--- src/rtl/aes_uart_block_loader_if.sv ---
// Byte-in / block-out bundle between the UART receiver, the loader and the AES core.
// master is the loader's view; slave is the view of whoever feeds bytes and watches the outputs.
interface aes_uart_block_loader_if;
  logic [7:0]   rx_data;
  logic         rx_valid;
  logic [127:0] key;
  logic [127:0] plaintext;
  logic         enable;
  logic         busy;
  logic         cypher_valid;
  logic         frame_err;

  modport master (
    input  rx_data, rx_valid,
    output key, plaintext, enable, busy, cypher_valid, frame_err
  );

  modport slave (
    output rx_data, rx_valid,
    input  key, plaintext, enable, busy, cypher_valid, frame_err
  );
endinterface

--- src/rtl/aes_uart_block_loader.sv ---
// Assembles 16 key + 16 plaintext UART bytes into the AES core inputs and times the core's cypher output.
// Optional: define AES_LOADER_KEY_REUSE_EN to keep the first committed key and accept plaintext-only frames.
module aes_uart_block_loader #(
  parameter int BYTES_PER_BLOCK = 16,
  parameter int TIMEOUT_CYCLES  = 1000000,
  parameter int PIPE_LATENCY    = 24
) (
  input logic clk,
  input logic reset,
  aes_uart_block_loader_if.master bus
);
  localparam int IDLE_W = $clog2(TIMEOUT_CYCLES);
  localparam int LAT_W  = $clog2(PIPE_LATENCY + 1);
  localparam logic [3:0]        COUNT_LAST = 4'(BYTES_PER_BLOCK - 1);
  localparam logic [IDLE_W-1:0] IDLE_LAST  = IDLE_W'(TIMEOUT_CYCLES - 1);
  localparam logic [LAT_W-1:0]  LAT_LAST   = LAT_W'(PIPE_LATENCY - 1);
  localparam logic [LAT_W-1:0]  LAT_DONE   = LAT_W'(PIPE_LATENCY);

  typedef enum logic [1:0] {RX_KEY, RX_PT, HOLD} state_t;

  state_t            state, state_next;
  logic [3:0]        count, count_next;
  logic [IDLE_W-1:0] idle, idle_next;
  logic [LAT_W-1:0]  lat, lat_next;
  logic [127:0]      key_stage;
  // The 16th plaintext byte goes straight to the output, so only 15 bytes are staged.
  logic [119:0]      pt_stage;
  logic              busy, timeout, shift_key, shift_pt, commit, cv_next, ferr_next;

`ifdef AES_LOADER_KEY_REUSE_EN
  logic key_loaded;

  // Once a key is held, RX_PT with nothing received is just waiting for the next frame.
  assign busy = (state == RX_KEY && count != 4'd0) ||
                (state == RX_PT && (count != 4'd0 || !key_loaded));
`else
  assign busy = (state == RX_KEY && count != 4'd0) || (state == RX_PT);
`endif

  assign timeout  = busy && !bus.rx_valid && (idle == IDLE_LAST);
  assign bus.busy = busy;

  always_comb begin
    state_next = state;
    count_next = count;
    lat_next   = lat;
    shift_key  = 1'b0;
    shift_pt   = 1'b0;
    commit     = 1'b0;
    cv_next    = 1'b0;
    ferr_next  = 1'b0;
    idle_next  = (bus.rx_valid || !busy || timeout) ? '0 : idle + 1'b1;

    case (state)
      RX_KEY: begin
        if (bus.rx_valid) begin
          shift_key = 1'b1;
          if (count == COUNT_LAST) begin
            state_next = RX_PT;
            count_next = 4'd0;
          end else begin
            count_next = count + 4'd1;
          end
        end
      end
      RX_PT: begin
        if (bus.rx_valid) begin
          shift_pt = 1'b1;
          if (count == COUNT_LAST) begin
            commit     = 1'b1;
            state_next = HOLD;
            count_next = 4'd0;
            lat_next   = '0;
          end else begin
            count_next = count + 4'd1;
          end
        end
      end
      HOLD: begin
        // A new byte abandons the pending cypher strobe and starts the next frame.
        if (bus.rx_valid) begin
          count_next = 4'd1;
`ifdef AES_LOADER_KEY_REUSE_EN
          shift_pt   = 1'b1;
          state_next = RX_PT;
`else
          shift_key  = 1'b1;
          state_next = RX_KEY;
`endif
        end else if (lat != LAT_DONE) begin
          lat_next = lat + 1'b1;
          cv_next  = (lat == LAT_LAST);
        end
      end
      default: state_next = RX_KEY;
    endcase

    if (timeout) begin
      count_next = 4'd0;
      ferr_next  = 1'b1;
`ifdef AES_LOADER_KEY_REUSE_EN
      state_next = key_loaded ? RX_PT : RX_KEY;
`else
      state_next = RX_KEY;
`endif
    end
  end

  always_ff @(posedge clk or posedge reset) begin
    if (reset) begin
      state            <= RX_KEY;
      count            <= 4'd0;
      idle             <= '0;
      lat              <= '0;
      key_stage        <= '0;
      pt_stage         <= '0;
      bus.key          <= '0;
      bus.plaintext    <= '0;
      bus.enable       <= 1'b0;
      bus.cypher_valid <= 1'b0;
      bus.frame_err    <= 1'b0;
`ifdef AES_LOADER_KEY_REUSE_EN
      key_loaded       <= 1'b0;
`endif
    end else begin
      state            <= state_next;
      count            <= count_next;
      idle             <= idle_next;
      lat              <= lat_next;
      bus.enable       <= (state_next == HOLD);
      bus.cypher_valid <= cv_next;
      bus.frame_err    <= ferr_next;
      if (timeout) begin
        pt_stage <= '0;
`ifdef AES_LOADER_KEY_REUSE_EN
        if (!key_loaded) key_stage <= '0;
`else
        key_stage <= '0;
`endif
      end else begin
        if (shift_key) key_stage <= {key_stage[119:0], bus.rx_data};
        if (shift_pt)  pt_stage  <= {pt_stage[111:0], bus.rx_data};
      end
      if (commit) begin
        bus.key       <= key_stage;
        bus.plaintext <= {pt_stage, bus.rx_data};
`ifdef AES_LOADER_KEY_REUSE_EN
        key_loaded    <= 1'b1;
`endif
      end
    end
  end
endmodule

--- src/flat_wrapper.sv ---
// flat-port wrapper written by rule: the top's interface ports become plain ports
module aes_uart_block_loader_flat 
#(
  parameter int BYTES_PER_BLOCK = 16,
  parameter int TIMEOUT_CYCLES  = 1000000,
  parameter int PIPE_LATENCY    = 24
)
  (clk, reset, bus_rx_data, bus_rx_valid, bus_key, bus_plaintext, bus_enable, bus_busy, bus_cypher_valid, bus_frame_err);
  aes_uart_block_loader_if bus_i ();
  input logic clk;
  input logic reset;
  input wire logic [$bits(bus_i.rx_data)-1:0] bus_rx_data;
  input wire logic [$bits(bus_i.rx_valid)-1:0] bus_rx_valid;
  output wire logic [$bits(bus_i.key)-1:0] bus_key;
  output wire logic [$bits(bus_i.plaintext)-1:0] bus_plaintext;
  output wire logic [$bits(bus_i.enable)-1:0] bus_enable;
  output wire logic [$bits(bus_i.busy)-1:0] bus_busy;
  output wire logic [$bits(bus_i.cypher_valid)-1:0] bus_cypher_valid;
  output wire logic [$bits(bus_i.frame_err)-1:0] bus_frame_err;
  assign bus_i.rx_data = bus_rx_data;
  assign bus_i.rx_valid = bus_rx_valid;
  assign bus_key = bus_i.key;
  assign bus_plaintext = bus_i.plaintext;
  assign bus_enable = bus_i.enable;
  assign bus_busy = bus_i.busy;
  assign bus_cypher_valid = bus_i.cypher_valid;
  assign bus_frame_err = bus_i.frame_err;
  aes_uart_block_loader #(.BYTES_PER_BLOCK(BYTES_PER_BLOCK), .TIMEOUT_CYCLES(TIMEOUT_CYCLES), .PIPE_LATENCY(PIPE_LATENCY)) u_core (.clk(clk), .reset(reset), .bus(bus_i));
endmodule
--- config.mk ---
export PLATFORM = sky130hd
export DESIGN_NAME = aes_uart_block_loader_flat
export DESIGN_NICKNAME = d
export VERILOG_FILES = /design/src/rtl/aes_uart_block_loader_if.sv /design/src/rtl/aes_uart_block_loader.sv /design/src/flat_wrapper.sv
export SDC_FILE = /design/constraint.sdc
export NUM_CORES = 1
export LEC_CHECK = 0
export BUFFER_PORTS_ARGS = -buffer_cell sky130_fd_sc_hd__buf_2
export CAP_MARGIN = 20
export CELL_PAD_IN_SITES_DETAIL_PLACEMENT = 1
export CELL_PAD_IN_SITES_GLOBAL_PLACEMENT = 1
export CORE_MARGIN = 4
export CORE_UTILIZATION = 40
export CTS_CLUSTER_DIAMETER = 200
export CTS_CLUSTER_SIZE = 10
export DETAILED_ROUTE_END_ITERATION = 16
export PLACE_DENSITY_LB_ADDON = 0.1
export SLEW_MARGIN = 10
export SYNTH_ARGS = -nofsm -noshare
export SYNTH_HDL_FRONTEND = slang
export SYNTH_SLANG_ARGS = --single-unit
--- constraint.sdc ---
create_clock -name clk -period 35.9 [get_ports clk]
set_input_delay 7.18 -clock clk [delete_from_list [all_inputs] [get_ports clk]]
set_output_delay 7.18 -clock clk [all_outputs]
set_load 0.05 [all_outputs]
**Word-level counts from Yosys, hierarchy flattened**

Index checks and enable logic that the tools add are counted.

- Register bits after elaboration: 538
- Logic and storage cells: 77

- Add/sub/neg operators: 3
- Eq/ne operators: 13
- Multiplexer cells: 32
- Reductions and logical operators: 18

Operators with widths:

| kind | number |
|---|---|
| 128-bit two-way mux | 2 |
| 120-bit two-way mux | 2 |
| 20-bit by 1-bit adder with 20-bit output, second input constant | 1 |
| 20-bit equality test, second input constant | 1 |
| 20-bit two-way mux | 1 |
| 5-bit two-way mux | 4 |
| 4-bit two-way mux | 4 |
| 2-bit two-way mux | 6 |
| 1-bit two-way mux | 10 |
| 5-bit case mux with 2 select lines | 1 |
| 4-bit case mux with 2 select lines | 1 |
| 2-bit != test, second input constant | 3 |
| 2-bit case mux with 3 select lines | 1 |
| 2-bit nonzero test | 3 |
| 5-bit by 1-bit adder with 5-bit output, second input constant | 1 |
| 5-bit equality test, second input constant | 1 |
| 5-bit != test, second input constant | 1 |
| 5-bit AND reduction | 1 |
| 4-bit by 1-bit adder with 4-bit output, second input constant | 1 |
| 2-bit equality test, second input constant | 2 |
| 4-bit equality test, second input constant | 1 |
| 4-bit nonzero test | 1 |
| 2-bit OR reduction | 2 |
| 1-bit logical AND | 3 |
| 9 further kinds | 12 |

**Depth between registers and ports, before layout**

- Depth after elaboration: 7
- Mapped depth: 9
- Gate-level depth less buffers: 6

**Worst setup path before layout**

No wires, ideal clock.

- Kind: input-to-reg
- Start point: input bus_rx_valid
- End point: register u_core.bus.plaintext[0]
- Library setup time: 0.125 ns
- Arrival time: 8.584 ns
- Path slack: 27.191 ns
- Stages on the path: 6
- Buffers on the path: 2
- Cell sequence: nor2b_1 -> nand2_1 -> nor2_1 -> clkbuf_1 -> buf_2 -> mux2_2

- Longest elaborated chain between the ends: 2

Ends and longest elaborated chain:

| what | line | text |
|---|---|---|
| start, declared | flat_wrapper.sv:13 | `input wire logic [$bits(bus_i.rx_valid)-1:0] bus_rx_valid;` |
| 1-bit two-way mux | aes_uart_block_loader.sv:67 | `if (bus.rx_valid) begin` |
| 1-bit two-way mux | aes_uart_block_loader.sv:54 | `case (state)` |
| end signal, assigned | aes_uart_block_loader.sv:146 | `bus.plaintext <= {pt_stage, bus.rx_data};` |
| end, declared | aes_uart_block_loader_if.sv:15 | `output key, plaintext, enable, busy, cypher_valid, frame_err` |

No other way between the ends.
A chain may end at the register's enable or synchronous reset.

**Final worst setup path**

- Start point: input bus_rx_valid
- End point: register u_core.bus.plaintext[107]

Same word-level chain as after synthesis.

==> summary.md <==
| Metric | Value |
|---|---|
| Pwr dens | `75.0 nW/um^2` |
| Worst-skew pair later-pin latency | `0.60 ns` |
| Worst r2r path cells | `6` |
| Design area | `24,600 um^2` |
| Avg Cell Area, Syn | `12.7 um^2` |
| DIE WIDTH | `~240 um` |
| Clock root buffer | `clkbuf_16` |
| GP Congestion | `0.757` |
| Period utilisation layout | `28.0%` |
| Hold Slack | `between 0.4 and 0.5 ns` |
| Hold_sp | `u_core.idle[0]$_DFF_PP0_` |
| All-Layer GR Usage | `17.7%` |
| P_leak | `12.8 nW` |
| TritonCTS clock tree | `built` |
| Hold Path Depth | `1` |
| CP Data Required Time | `~36 ns` |
| Clock Sinks | `538` |
| Setup CP Type | `primary input to flip-flop` |
| Die Y-Extent | `between 200 and 250 um` |
| Max Root-Sink Buffers | `3` |
| Initial antenna violation count | `0` |
| CP arrival | `10.54 ns` |
| CORE AREA | `between 50,000 and 60,000 um^2` |
| Final Hold Fails | `0` |
| Remaining antenna violation count | `0` |
| Synth warn | `0` |
| Unrepaired setup endpoints after global routing | `false` |
| Min Tclk post-route | `about 10 ns` |
| Max-cap violations | `0` |
| Worst-Margin Slew | `~1.2 ns` |
| Final setup vio count | `0` |
| Outcome | `complete, no violations` |
| Top cell type's share of synthesized area | `between 60 and 70%` |
| Post-Syn Nets | `about 1,700` |
| WL per Instance | `slightly below 20 um` |
| Via count | `about 13,000` |
| Clk slew on worst S/H paths | `0.05 ns` |
| # DRC | `0` |
| Post-Syn Instances | `1,668` |
| H-tree depth | `2` |
| Postcts setup bufs | `0` |
| Reg2reg start | `u_core.state[1]$_DFF_PP0_` |
| Layout cells sized above 1 | `32.6%` |
| FILL cells | `5,501` |
| IO Port Bufs | `270` |
| Drt total wl | `50,800 um` |
| Area growth from synthesis to layout | `16.2%` |
| I/O Pins | `271` |
| CTS buffer count | `59` |
| Row count | `84` |
| Post-synth top area cell | `dfrtp_1` |
| Flops & latches, synth | `538` |
| Seq/Total Area, Yosys | `63.7%` |
| Pins Over Slew Limit | `0` |
| Cts hold-fix bufs | `0` |
| Antenna diode count | `0` |
| Setup_tns | `0 ns` |
| Area contributors post-synth | `dfrtp_1 64%, mux2_2 14%, mux2i_1 6.1%` |
| Hold/Removal Path Class | `flip-flop to flip-flop` |
| 1st-iter DRT viols | `579` |
| HPWL Detailed | `31,400 um` |
| Worst Hold Path EP | `u_core.idle[0]$_DFF_PP0_` |
| CP startpoint kind | `primary input` |
| Worst VDD drop | `0.0364 mV` |
| Via density | `between 5 and 6` |
| Largest net degree at the start of global routing | `186` |
| Nets | `1,930` |
| Worst Clk Skew | `0.00858 ns` |
| Global-route wire length before repair | `~80,000 um` |
| Crit end category | `flip-flop` |
| Die Area | `56,600 um^2` |
| Synth unique cells | `44` |
| Initial core utilization | `40.3%` |
| Flop2flop setup slack | `32.12 ns` |
| Grt ovf | `0` |
| Post-Syn Area | `21,100 um^2` |
| Slew headroom | `21.0%` |
| Pre-Repair DR Iteration Count | `4` |
| # resized after CTS | `0` |
| Fmax | `99.4 MHz` |
| Dpl cell area | `23,000 um^2` |
| Vias in the first global route | `14,000` |
| Worst-path fanout max | `185` |
| R2R Path End | `u_core.bus.plaintext[107]$_DFFE_PP0P_` |
## layout make-up
class	instances	area (um^2)	share of cell area [%]
clock buffer	62	1540	6.27
multi-input combinational	1015	7100	28.9
tap	688	861	3.50
timing repair buffer	287	1560	6.36
inverter	13	56.3	0.229
sequential	538	13500	54.8
## state kept, by name (all words and copies together), names as in the netlist
| register | flops |
|---|---|
| u_core.pt_stage | 120 |
| u_core.bus.plaintext | 128 |
| u_core.count | 4 |
| u_core.state | 2 |
| u_core.bus.frame_err | 1 |
| u_core.bus.enable | 1 |
| u_core.key_stage | 128 |
| u_core.bus.key | 128 |
| u_core.bus.cypher_valid | 1 |
| u_core.lat | 5 |
| u_core.idle | 20 |
## critical path: stages
cell     delay, ns
buf_2         0.22
nor2b_1       0.38
nand2_4       0.38
nor2_4        0.24
buf_12        0.72
buf_4         0.91
mux2_2        0.42
## synthesized netlist by cell type (all sizes together)
master	number
nor3	8
o21ai	12
inv	13
or4	2
clkbuf	46
nor4	6
xnor2	10
a21oi	131
and3	1
xor2	2
nor2	147
and3b	1
mux2	256
a21o	1
nor2b	2
a32oi	2
o211ai	1
nor3b	1
nand4b	2
nand2b	4
nand3	12
nand3b	3
nand4	5
o31ai	3
or3	8
and4	1
nand2	252
o41ai	1
mux2i	128
ha	5
nor4b	2
a21boi	1
a21bo	1
dfrtp	538
and2	2
a22oi	1
o21bai	1
buf	56
## placed cells by master, fill, tap and decap left out, types with 12 or more instances in the layout
cell type  instances
a21oi_1          121
buf_2            270
buf_4             12
clkbuf_16         61
dfrtp_1          538
inv_1             12
mux2_2           256
mux2i_1          128
nand2_1          251
nor2_1           146
o21ai_0           12
## logic make-up (layout without fill, tap and decap cells)
family,Yosys count,in the layout,share of synthesized area (%)
simple gates,459,459,8.89
buf+inv,115,362,2.93
flops,538,538,63.7
xor+xnor,12,12,0.497
compound gates,155,155,4.04
fa+ha+maj,5,5,0.296
mux,384,384,19.7
## where the power goes
group	internal, mW	switching, mW
clock	0.297	0.225
combinational	0.149	0.290
sequential	0.759	0.124
total	1.20	0.638
## worst max path at each step
stage,start,end,cells past startpoint
3_5_place_dp,bus_rx_valid,u_core.bus.key[89]$_DFFE_PP0P_,7
5_1_grt,bus_rx_valid,u_core.bus.key[80]$_DFFE_PP0P_,7
2_1_floorplan,reset,u_core.bus.cypher_valid$_DFF_PP0_,1
6_report,bus_rx_valid,u_core.bus.plaintext[107]$_DFFE_PP0P_,7
4_1_cts,bus_rx_valid,u_core.bus.key[89]$_DFFE_PP0P_,7
3_3_place_gp,bus_rx_valid,u_core.bus.key[78]$_DFFE_PP0P_,7
## layer usage
metal / global-route usage, % / vias up / wire [um]
met4: 4.72 / 0 / 1250
li1: - / 6131 / -
met2: 28.0 / 203 / 23800
met3: 4.97 / 77 / 2880
met5: 0 / - / 0
met1: 24.3 / 6788 / 22900
## per-stage QoR
step | setup slack (ns) | instances | util [%] | total power, mW
after floorplan | 13.68 | 1668 | - | 1.20
after global placement | 25.18 | 2538 | 43.8 | 1.32
after detailed placement | 25.08 | 2538 | 43.8 | 1.34
after CTS | 25.75 | 2600 | 46.7 | 1.87
after global routing | 25.49 | 2603 | 46.9 | 1.96
final | 25.84 | 2603 | 46.9 | 1.84
Power figures use the tool's default switching activity.
